`src/rtl/lcd_pkg.sv`:
```
// Shared definitions for the character-LCD frame writer: HD44780 command bytes,
// FSM state encodings and small helpers used by the top and the byte transmitter.
package lcd_pkg;

    localparam logic [7:0] CMD_FUNC_4BIT = 8'h28;
    localparam logic [7:0] CMD_ENTRY     = 8'h06;
    localparam logic [7:0] CMD_DISP_ON   = 8'h0C;
    localparam logic [7:0] CMD_CLEAR     = 8'h01;
    localparam logic [7:0] CMD_LINE1     = 8'h80;
    localparam logic [7:0] CMD_LINE2     = 8'hC0;

    typedef enum logic [3:0] {
        ST_PWRUP,
        ST_INIT,
        ST_CONFIG,
        ST_IDLE,
        ST_ADDR1,
        ST_LINE1,
        ST_ADDR2,
        ST_LINE2
    } top_state_t;

    typedef enum logic [2:0] {
        TX_IDLE,
        TX_SETUP,
        TX_EHIGH,
        TX_HOLD,
        TX_GAP,
        TX_WAIT
    } tx_state_t;

    function automatic logic [7:0] config_byte(input logic [1:0] step);
        case (step)
            2'd0:    return CMD_FUNC_4BIT;
            2'd1:    return CMD_ENTRY;
            2'd2:    return CMD_DISP_ON;
            default: return CMD_CLEAR;
        endcase
    endfunction

    // Character 0 sits in the top byte of the frame, character 31 in the bottom byte.
    function automatic logic [7:0] frame_char(input logic [255:0] frame, input logic [4:0] idx);
        return frame[{~idx, 3'b000} +: 8];
    endfunction

endpackage

```
`src/rtl/lcd_byte_tx.sv`:
```
// Sends one byte (or a lone nibble) to an HD44780 in 4-bit mode, owning setup,
// E pulse width, hold, inter-nibble gap and the post-command wait.
module lcd_byte_tx
    import lcd_pkg::*;
#(
    parameter int E_HIGH_CYC  = 12,
    parameter int NIB_GAP_CYC = 50
) (
    input  logic        clk,
    input  logic        rst,
    // Handshake: start is accepted only while idle; the caller must hold off
    // until done, a 1-clk pulse issued once the post-wait has fully elapsed.
    input  logic        start,
    input  logic        rs,
    input  logic [7:0]  data,
    input  logic        nibble_only,
    input  logic [19:0] post_wait,
    output logic        lcd_rs,
    output logic        lcd_e,
    output logic [3:0]  lcd_d,
    output logic        done
);

    localparam logic [19:0] SETUP_LAST = 20'd1;
    localparam logic [19:0] HOLD_LAST  = 20'd1;
    localparam logic [19:0] E_LAST     = 20'(E_HIGH_CYC - 1);
    localparam logic [19:0] GAP_LAST   = 20'(NIB_GAP_CYC - 1);

    tx_state_t   state, state_n;
    logic [19:0] cnt, cnt_n;
    logic [19:0] wait_q, wait_n;
    logic [3:0]  low_q, low_n;
    logic        last_q, last_n;
    logic        rs_n, e_n, done_n;
    logic [3:0]  d_n;

    always_ff @(posedge clk or posedge rst) begin
        if (rst) begin
            state  <= TX_IDLE;
            cnt    <= '0;
            wait_q <= '0;
            low_q  <= '0;
            last_q <= 1'b0;
            lcd_rs <= 1'b0;
            lcd_e  <= 1'b0;
            lcd_d  <= '0;
            done   <= 1'b0;
        end else begin
            state  <= state_n;
            cnt    <= cnt_n;
            wait_q <= wait_n;
            low_q  <= low_n;
            last_q <= last_n;
            lcd_rs <= rs_n;
            lcd_e  <= e_n;
            lcd_d  <= d_n;
            done   <= done_n;
        end
    end

    always_comb begin
        state_n = state;
        cnt_n   = cnt + 20'd1;
        wait_n  = wait_q;
        low_n   = low_q;
        last_n  = last_q;
        rs_n    = lcd_rs;
        e_n     = lcd_e;
        d_n     = lcd_d;
        done_n  = 1'b0;
        case (state)
            TX_IDLE: begin
                cnt_n = '0;
                if (start) begin
                    rs_n    = rs;
                    d_n     = nibble_only ? data[3:0] : data[7:4];
                    low_n   = data[3:0];
                    last_n  = nibble_only;
                    wait_n  = post_wait;
                    state_n = TX_SETUP;
                end
            end
            TX_SETUP: begin
                if (cnt == SETUP_LAST) begin
                    cnt_n   = '0;
                    e_n     = 1'b1;
                    state_n = TX_EHIGH;
                end
            end
            TX_EHIGH: begin
                if (cnt == E_LAST) begin
                    cnt_n   = '0;
                    e_n     = 1'b0;
                    state_n = TX_HOLD;
                end
            end
            TX_HOLD: begin
                if (cnt == HOLD_LAST) begin
                    cnt_n   = '0;
                    state_n = last_q ? TX_WAIT : TX_GAP;
                end
            end
            TX_GAP: begin
                // The low nibble is presented only after the gap, with E still low.
                if (cnt == GAP_LAST) begin
                    cnt_n   = '0;
                    d_n     = low_q;
                    last_n  = 1'b1;
                    state_n = TX_SETUP;
                end
            end
            TX_WAIT: begin
                if (cnt == wait_q - 20'd1) begin
                    cnt_n   = '0;
                    done_n  = 1'b1;
                    state_n = TX_IDLE;
                end
            end
            default: state_n = TX_IDLE;
        endcase
    end

endmodule

```
`src/rtl/lcd_frame_writer.sv`:
```
// Drives a 16x2 HD44780 panel in 4-bit mode: power-up init, then redraws both
// lines from a snapshot of the 256-bit text frame whenever refresh is requested.
module lcd_frame_writer
    import lcd_pkg::*;
#(
    parameter int PWRUP_CYC      = 750000,
    parameter int INIT_LONG_CYC  = 205000,
    parameter int INIT_SHORT_CYC = 5000,
    parameter int CMD_CYC        = 2000,
    parameter int CLEAR_CYC      = 82000,
    parameter int E_HIGH_CYC     = 12,
    parameter int NIB_GAP_CYC    = 50
) (
    input  logic         clk,
    input  logic         rst,
    input  logic         refresh,
    input  logic [255:0] strdata,
    output logic         busy,
    output logic         lcd_rs,
    output logic         lcd_rw,
    output logic         lcd_e,
    output logic [3:0]   lcd_d
);

    localparam logic [19:0] PWRUP_LAST = 20'(PWRUP_CYC - 1);
    localparam logic [19:0] LONG_W     = 20'(INIT_LONG_CYC);
    localparam logic [19:0] SHORT_W    = 20'(INIT_SHORT_CYC);
    localparam logic [19:0] CMD_W      = 20'(CMD_CYC);
    localparam logic [19:0] CLEAR_W    = 20'(CLEAR_CYC);

    top_state_t   state, state_n;
    logic [1:0]   step;
    logic [4:0]   idx;
    logic [19:0]  wait_cnt;
    logic         pending;
    logic         inflight;
    logic [255:0] frame;

    logic         tx_start, tx_rs, tx_nib, tx_done;
    logic [7:0]   tx_byte;
    logic [19:0]  tx_wait;
    logic         seq_end, take_redraw, redraw_req;

    lcd_byte_tx #(
        .E_HIGH_CYC (E_HIGH_CYC),
        .NIB_GAP_CYC(NIB_GAP_CYC)
    ) u_tx (
        .clk        (clk),
        .rst        (rst),
        .start      (tx_start),
        .rs         (tx_rs),
        .data       (tx_byte),
        .nibble_only(tx_nib),
        .post_wait  (tx_wait),
        .lcd_rs     (lcd_rs),
        .lcd_e      (lcd_e),
        .lcd_d      (lcd_d),
        .done       (tx_done)
    );

    assign busy       = (state != ST_IDLE);
    assign lcd_rw     = 1'b0;
    assign redraw_req = refresh | pending;

    always_ff @(posedge clk or posedge rst) begin
        if (rst) begin
            state    <= ST_PWRUP;
            step     <= '0;
            idx      <= '0;
            wait_cnt <= '0;
            pending  <= 1'b0;
            inflight <= 1'b0;
            frame    <= '0;
        end else begin
            state    <= state_n;
            wait_cnt <= (state == ST_PWRUP) ? wait_cnt + 20'd1 : '0;
            if (state_n != state)
                step <= '0;
            else if (tx_done)
                step <= step + 2'd1;
            if (take_redraw) begin
                idx   <= '0;
                frame <= strdata;
            end else if (tx_done && (state == ST_LINE1 || state == ST_LINE2)) begin
                idx <= idx + 5'd1;
            end
            // Any number of requests while busy collapse into a single flag.
            if (take_redraw)
                pending <= 1'b0;
            else if (refresh)
                pending <= 1'b1;
            if (tx_done)
                inflight <= 1'b0;
            else if (tx_start)
                inflight <= 1'b1;
        end
    end

    always_comb begin
        state_n = state;
        tx_rs   = 1'b0;
        tx_byte = 8'h00;
        tx_nib  = 1'b0;
        tx_wait = CMD_W;
        seq_end = 1'b0;
        case (state)
            ST_PWRUP: begin
                if (wait_cnt == PWRUP_LAST) state_n = ST_INIT;
            end
            ST_INIT: begin
                tx_nib  = 1'b1;
                tx_byte = (step == 2'd3) ? 8'h02 : 8'h03;
                tx_wait = (step == 2'd0) ? LONG_W : (step == 2'd3) ? CMD_W : SHORT_W;
                if (tx_done && step == 2'd3) state_n = ST_CONFIG;
            end
            ST_CONFIG: begin
                tx_byte = config_byte(step);
                tx_wait = (tx_byte == CMD_CLEAR) ? CLEAR_W : CMD_W;
                if (tx_done && step == 2'd3) seq_end = 1'b1;
            end
            ST_IDLE: begin
                if (redraw_req) state_n = ST_ADDR1;
            end
            ST_ADDR1: begin
                tx_byte = CMD_LINE1;
                if (tx_done) state_n = ST_LINE1;
            end
            ST_LINE1: begin
                tx_rs   = 1'b1;
                tx_byte = frame_char(frame, idx);
                if (tx_done && idx == 5'd15) state_n = ST_ADDR2;
            end
            ST_ADDR2: begin
                tx_byte = CMD_LINE2;
                if (tx_done) state_n = ST_LINE2;
            end
            ST_LINE2: begin
                tx_rs   = 1'b1;
                tx_byte = frame_char(frame, idx);
                if (tx_done && idx == 5'd31) seq_end = 1'b1;
            end
            default: state_n = ST_PWRUP;
        endcase
        // A queued request chains straight into the next redraw without visiting IDLE.
        if (seq_end) state_n = redraw_req ? ST_ADDR1 : ST_IDLE;
        take_redraw = (state_n == ST_ADDR1) && (state != ST_ADDR1);
        tx_start    = (state != ST_PWRUP) && (state != ST_IDLE) && !inflight;
    end

endmodule

```
`config.mk`:
```
export PLATFORM = sky130hd
export DESIGN_NAME = lcd_frame_writer
export DESIGN_NICKNAME = d
export VERILOG_FILES = /design/src/rtl/lcd_pkg.sv /design/src/rtl/lcd_byte_tx.sv /design/src/rtl/lcd_frame_writer.sv
export SDC_FILE = /design/constraint.sdc
export NUM_CORES = 1
export LEC_CHECK = 0
export ABC_CLOCK_PERIOD_IN_PS = 18400
export CAP_MARGIN = 20
export CORE_ASPECT_RATIO = 1.1
export CORE_MARGIN = 1.5
export CORE_UTILIZATION = 41
export CTS_CLUSTER_SIZE = 30
export DETAILED_ROUTE_END_ITERATION = 6
export REMOVE_ABC_BUFFERS = 1
export SKIP_CTS_REPAIR_TIMING = 1
export SLEW_MARGIN = 20
export SYNTH_ARGS = -nofsm -noshare
export SYNTH_HDL_FRONTEND = slang
export SYNTH_SLANG_ARGS = --single-unit
export TNS_END_PERCENT = 50
```
`constraint.sdc`:
```
create_clock -name clk -period 18.4 [get_ports clk]
set_clock_uncertainty 0.05 [all_clocks]
set_input_delay 2.76 -clock clk [delete_from_list [all_inputs] [get_ports clk]]
set_output_delay 2.76 -clock clk [all_outputs]
set_load 0.02 [all_outputs]
```
==> results.md <==
* Outcome: finished, final reports clean
* # setup viols final at 0
* Via-to-Cell Ratio at 5.372
* Final wirelength at 40,970 um
* WHS at 419.2 ps
* Comb pwr share at 12.1%
* Grt ovf at 0
* Post-synth ARST share at 100.0%
* Post-synthesis cell count at 1,241
* Buf+Inv Stages, Crit Path at 1
* Cell Area, Synth at 16,210 sq um
* Port bufs at 265
* First-pass GRT wire length at 64,180 um
* Fmax at 196.7 MHz
* Post-synthesis sequential area ratio at 51.56%
* Number of global-route vias before repair at 11,365
* Most frequent cells in the layout: 332 x dfrtp_1, 265 x clkdlybuf4s50_1, 256 x mux2_2, 60 x nor2_1, 57 x nand2_1
* Avg Inst Size Synth at 13.06 sq um
* Synthesis-to-layout area growth at 26.70%
* Worst slew pin tran at 1026 ps
* Initial core utilization at 41.48%
* Pre-antenna DRT Iters at 5
* WL/cell at 20.33 um
* Detailed Place HPWL at 28,150 um
* Proportion of power drawn by the clock network at 43.3%
* Htree depth at 2
* Die X at 192.6 um
* Netlist cell types at 71
* CTS tree: yes
* Global-route usage over all layers at 20.56%
* Initial antenna violation count at 11
* Core area at 39,080 sq um
* Leak at 8.746 nW
* Detailed-route via count at 10,825
* CTS Buf Count at 39
* CP max-delay cell: dfrtp_1
* Worst Hold Class: register to register
* Tcrit/Tclk final at 27.63%
* Critical Path End Type: primary output
* Most common cell after layout, fill and taps aside: dfrtp_1
* Die Ht at 211.5 um
* EDFF count, synth at 0
* Design Area, Final at 20,540 sq um
* Data arrival, critical path at 2270 ps
* Unrepaired setup endpoints after global routing: false
* RR Endpoint: frame[17]$_DFFE_PP0P_
* I/O pins at 267
* Row count at 76
* Slew HR at 31.58%
* R2r startpoint: idx[0]$_DFFE_PP0P_
* PwrDens at 87.88 nW/um^2
* Final net count at 1,750
* Cell-by-cell trace of the critical path: nand3_1 -> clkdlybuf4s50_1
* Worst vdd ir at 0.06029 mV
* Cell family with most CP delay: flip-flops
* # clock sinks at 334
* Share of layout cells above drive strength 1 at 26.76%
* #FFs+latches synth at 334
* DRC viols at 0
* Reg2Reg Setup Slack at 14,290 ps
* Sw frac at 24.10%
* Clk Latency, worst-skew pair at 530 ps
* Root Driver: clkbuf_16
* CTS clk-pin slew, worst paths at 50 ps
* Stages on worst setup path at 2
* Post-synth top flop: dfrtp_1
* Crit Path Category: register to primary output
* Critical path destination: busy
* Die area at 40,740 sq um
* Yosys warnings at 0
* Int Power at 1.370 mW
* Final hold viol count at 0
* DRT antenna net count at 0
* Cell count of the worst reg-to-reg path at 9
* CP max stage delay at 740 ps
* Final min period at 5083 ps
* Flop pwr share at 44.6%
* Largest net degree at the start of global routing at 183
* Startpoint types: register
* DP Area at 19,230 sq um
* Max Cap Violations at 0
* Critical Path RT at 15,590 ps
* Sw Pwr at 0.4350 mW
* Total power at 1.805 mW
* Crit Path Max Fanout at 20
* Final GP Congestion at 0.8135
* Initial drt markers at 520
* Setup TNS at 0 ps
* Critical Path Start: state[0]$_DFF_PP0_
* Max Buffers Root-to-Sink at 3
* Fin. max-slew vios at 0
-- synthesized netlist by cell type, types with 3 or more instances --
cell type    n  area [sq um]
buf_4        5         37.54
or2_2        3         18.77
o311ai_0     3         26.28
a31oi_1      8         50.05
dfrtp_1    334          8358
and4_1       4         35.03
buf_2       29         145.1
o211ai_1     4         30.03
a21oi_1     22         110.1
mux2_2     256          2883
and3_1      11         68.82
o22ai_1     11         68.82
buf_6        6         67.56
nor3_2      10         100.1
mux2i_1     47         470.5
nor4_1      10         62.56
nor2_1      60         225.2
nor2b_1      7         43.79
ha_1        14         175.2
nor3b_1      3         22.52
mux4_2      48          1081
xor2_1      27         236.5
o21ai_0     17         85.08
o221ai_1    15         131.4
o32ai_1      4         35.03
nand2b_1     5         31.28
clkbuf_1    42         157.7
inv_1       21         78.83
nand2_1     57         214.0
xnor2_1     28         245.2
nand3_1     32         160.2
a211oi_1     3         22.52
nor3_1      26         130.1
nand4_1     14         87.58
or3_1        6         37.54
-- sequential cells by signal, indices dropped and copies added (netlist names) --
register / count
wait_cnt: 20
u_tx.lcd_d: 4
u_tx.state: 3
idx: 5
u_tx.last_q: 1
u_tx.low_q: 4
inflight: 1
state: 4
step: 2
u_tx.lcd_e: 1
u_tx.wait_q: 10
u_tx.done: 1
frame: 256
pending: 1
u_tx.lcd_rs: 1
u_tx.cnt: 20
-- power by group through the flow --
stage	Clock [mW]	Sequential, mW	Combinational [mW]
3_3_place_gp	0	0.817	0.218
4_1_cts	0.804	0.805	0.222
2_1_floorplan	0	0.814	0.120
5_1_grt	0.835	0.811	0.238
3_5_place_dp	0	0.818	0.221
6_report	0.782	0.805	0.218
-- layer usage --
metal  global-route usage, %  up-vias  share of wire, %
li1                        -     5038                 -
met1                   26.09     5490                42
met2                   34.19      224                50
met3                   5.487       65               6.0
met4                   6.308        8               2.3
met5                       0        -              0.12
-- layout make-up --
class                   count  area, sq um
fillers                  3408        18540
flip-flops and latches    334         8363
multi-input cells         804         7375
repair buffers            277         2768
clock buffers              59         1172
well taps                 507        634.4
clock inverters             7        125.1
inverters                  21        86.33
diodes                      6        15.01
-- through the flow --
stage,util [%],worst slack (ps),cells
final,52.55,13320,2015
after global routing,52.54,13170,2013
after CTS,52.51,13290,2009
after detailed placement,49.19,12870,1943
after global placement,49.19,12860,1943
after floorplan,-,221.5,1159
-- worst min-delay path by stage --
stage                                       start  slack (ps)  cells after the start                      end
after floorplan             wait_cnt[0]$_DFF_PP0_         400                      1    wait_cnt[0]$_DFF_PP0_
after global placement    u_tx.lcd_rs$_DFFE_PP0P_         410                      2  u_tx.lcd_rs$_DFFE_PP0P_
after detailed placement  u_tx.lcd_rs$_DFFE_PP0P_         410                      2  u_tx.lcd_rs$_DFFE_PP0P_
after CTS                 u_tx.lcd_rs$_DFFE_PP0P_         430                      2  u_tx.lcd_rs$_DFFE_PP0P_
after global routing        frame[41]$_DFFE_PP0P_         460                      1    frame[41]$_DFFE_PP0P_
final                     u_tx.lcd_rs$_DFFE_PP0P_         420                      2  u_tx.lcd_rs$_DFFE_PP0P_
-- cell families after synthesis --
logic type | after synthesis | synth area share (%)
mux | 351 | 27.35
flops | 334 | 51.56
simple gates | 269 | 9.115
compound gates | 113 | 4.816
buf+inv | 104 | 3.080
xor+xnor | 55 | 2.972
fa+ha+maj | 14 | 1.081
other cells | 1 | 0.02313
-- worst register-to-register path: cells and delay by family (launching register included) --
family	cells	cell delay, ps
simple gates	2	350
compound gates	2	520
flops	1	840
buf+inv	2	1200
mux	1	620
fa+ha+maj	2	430
(Power assumes the default switching activity.)
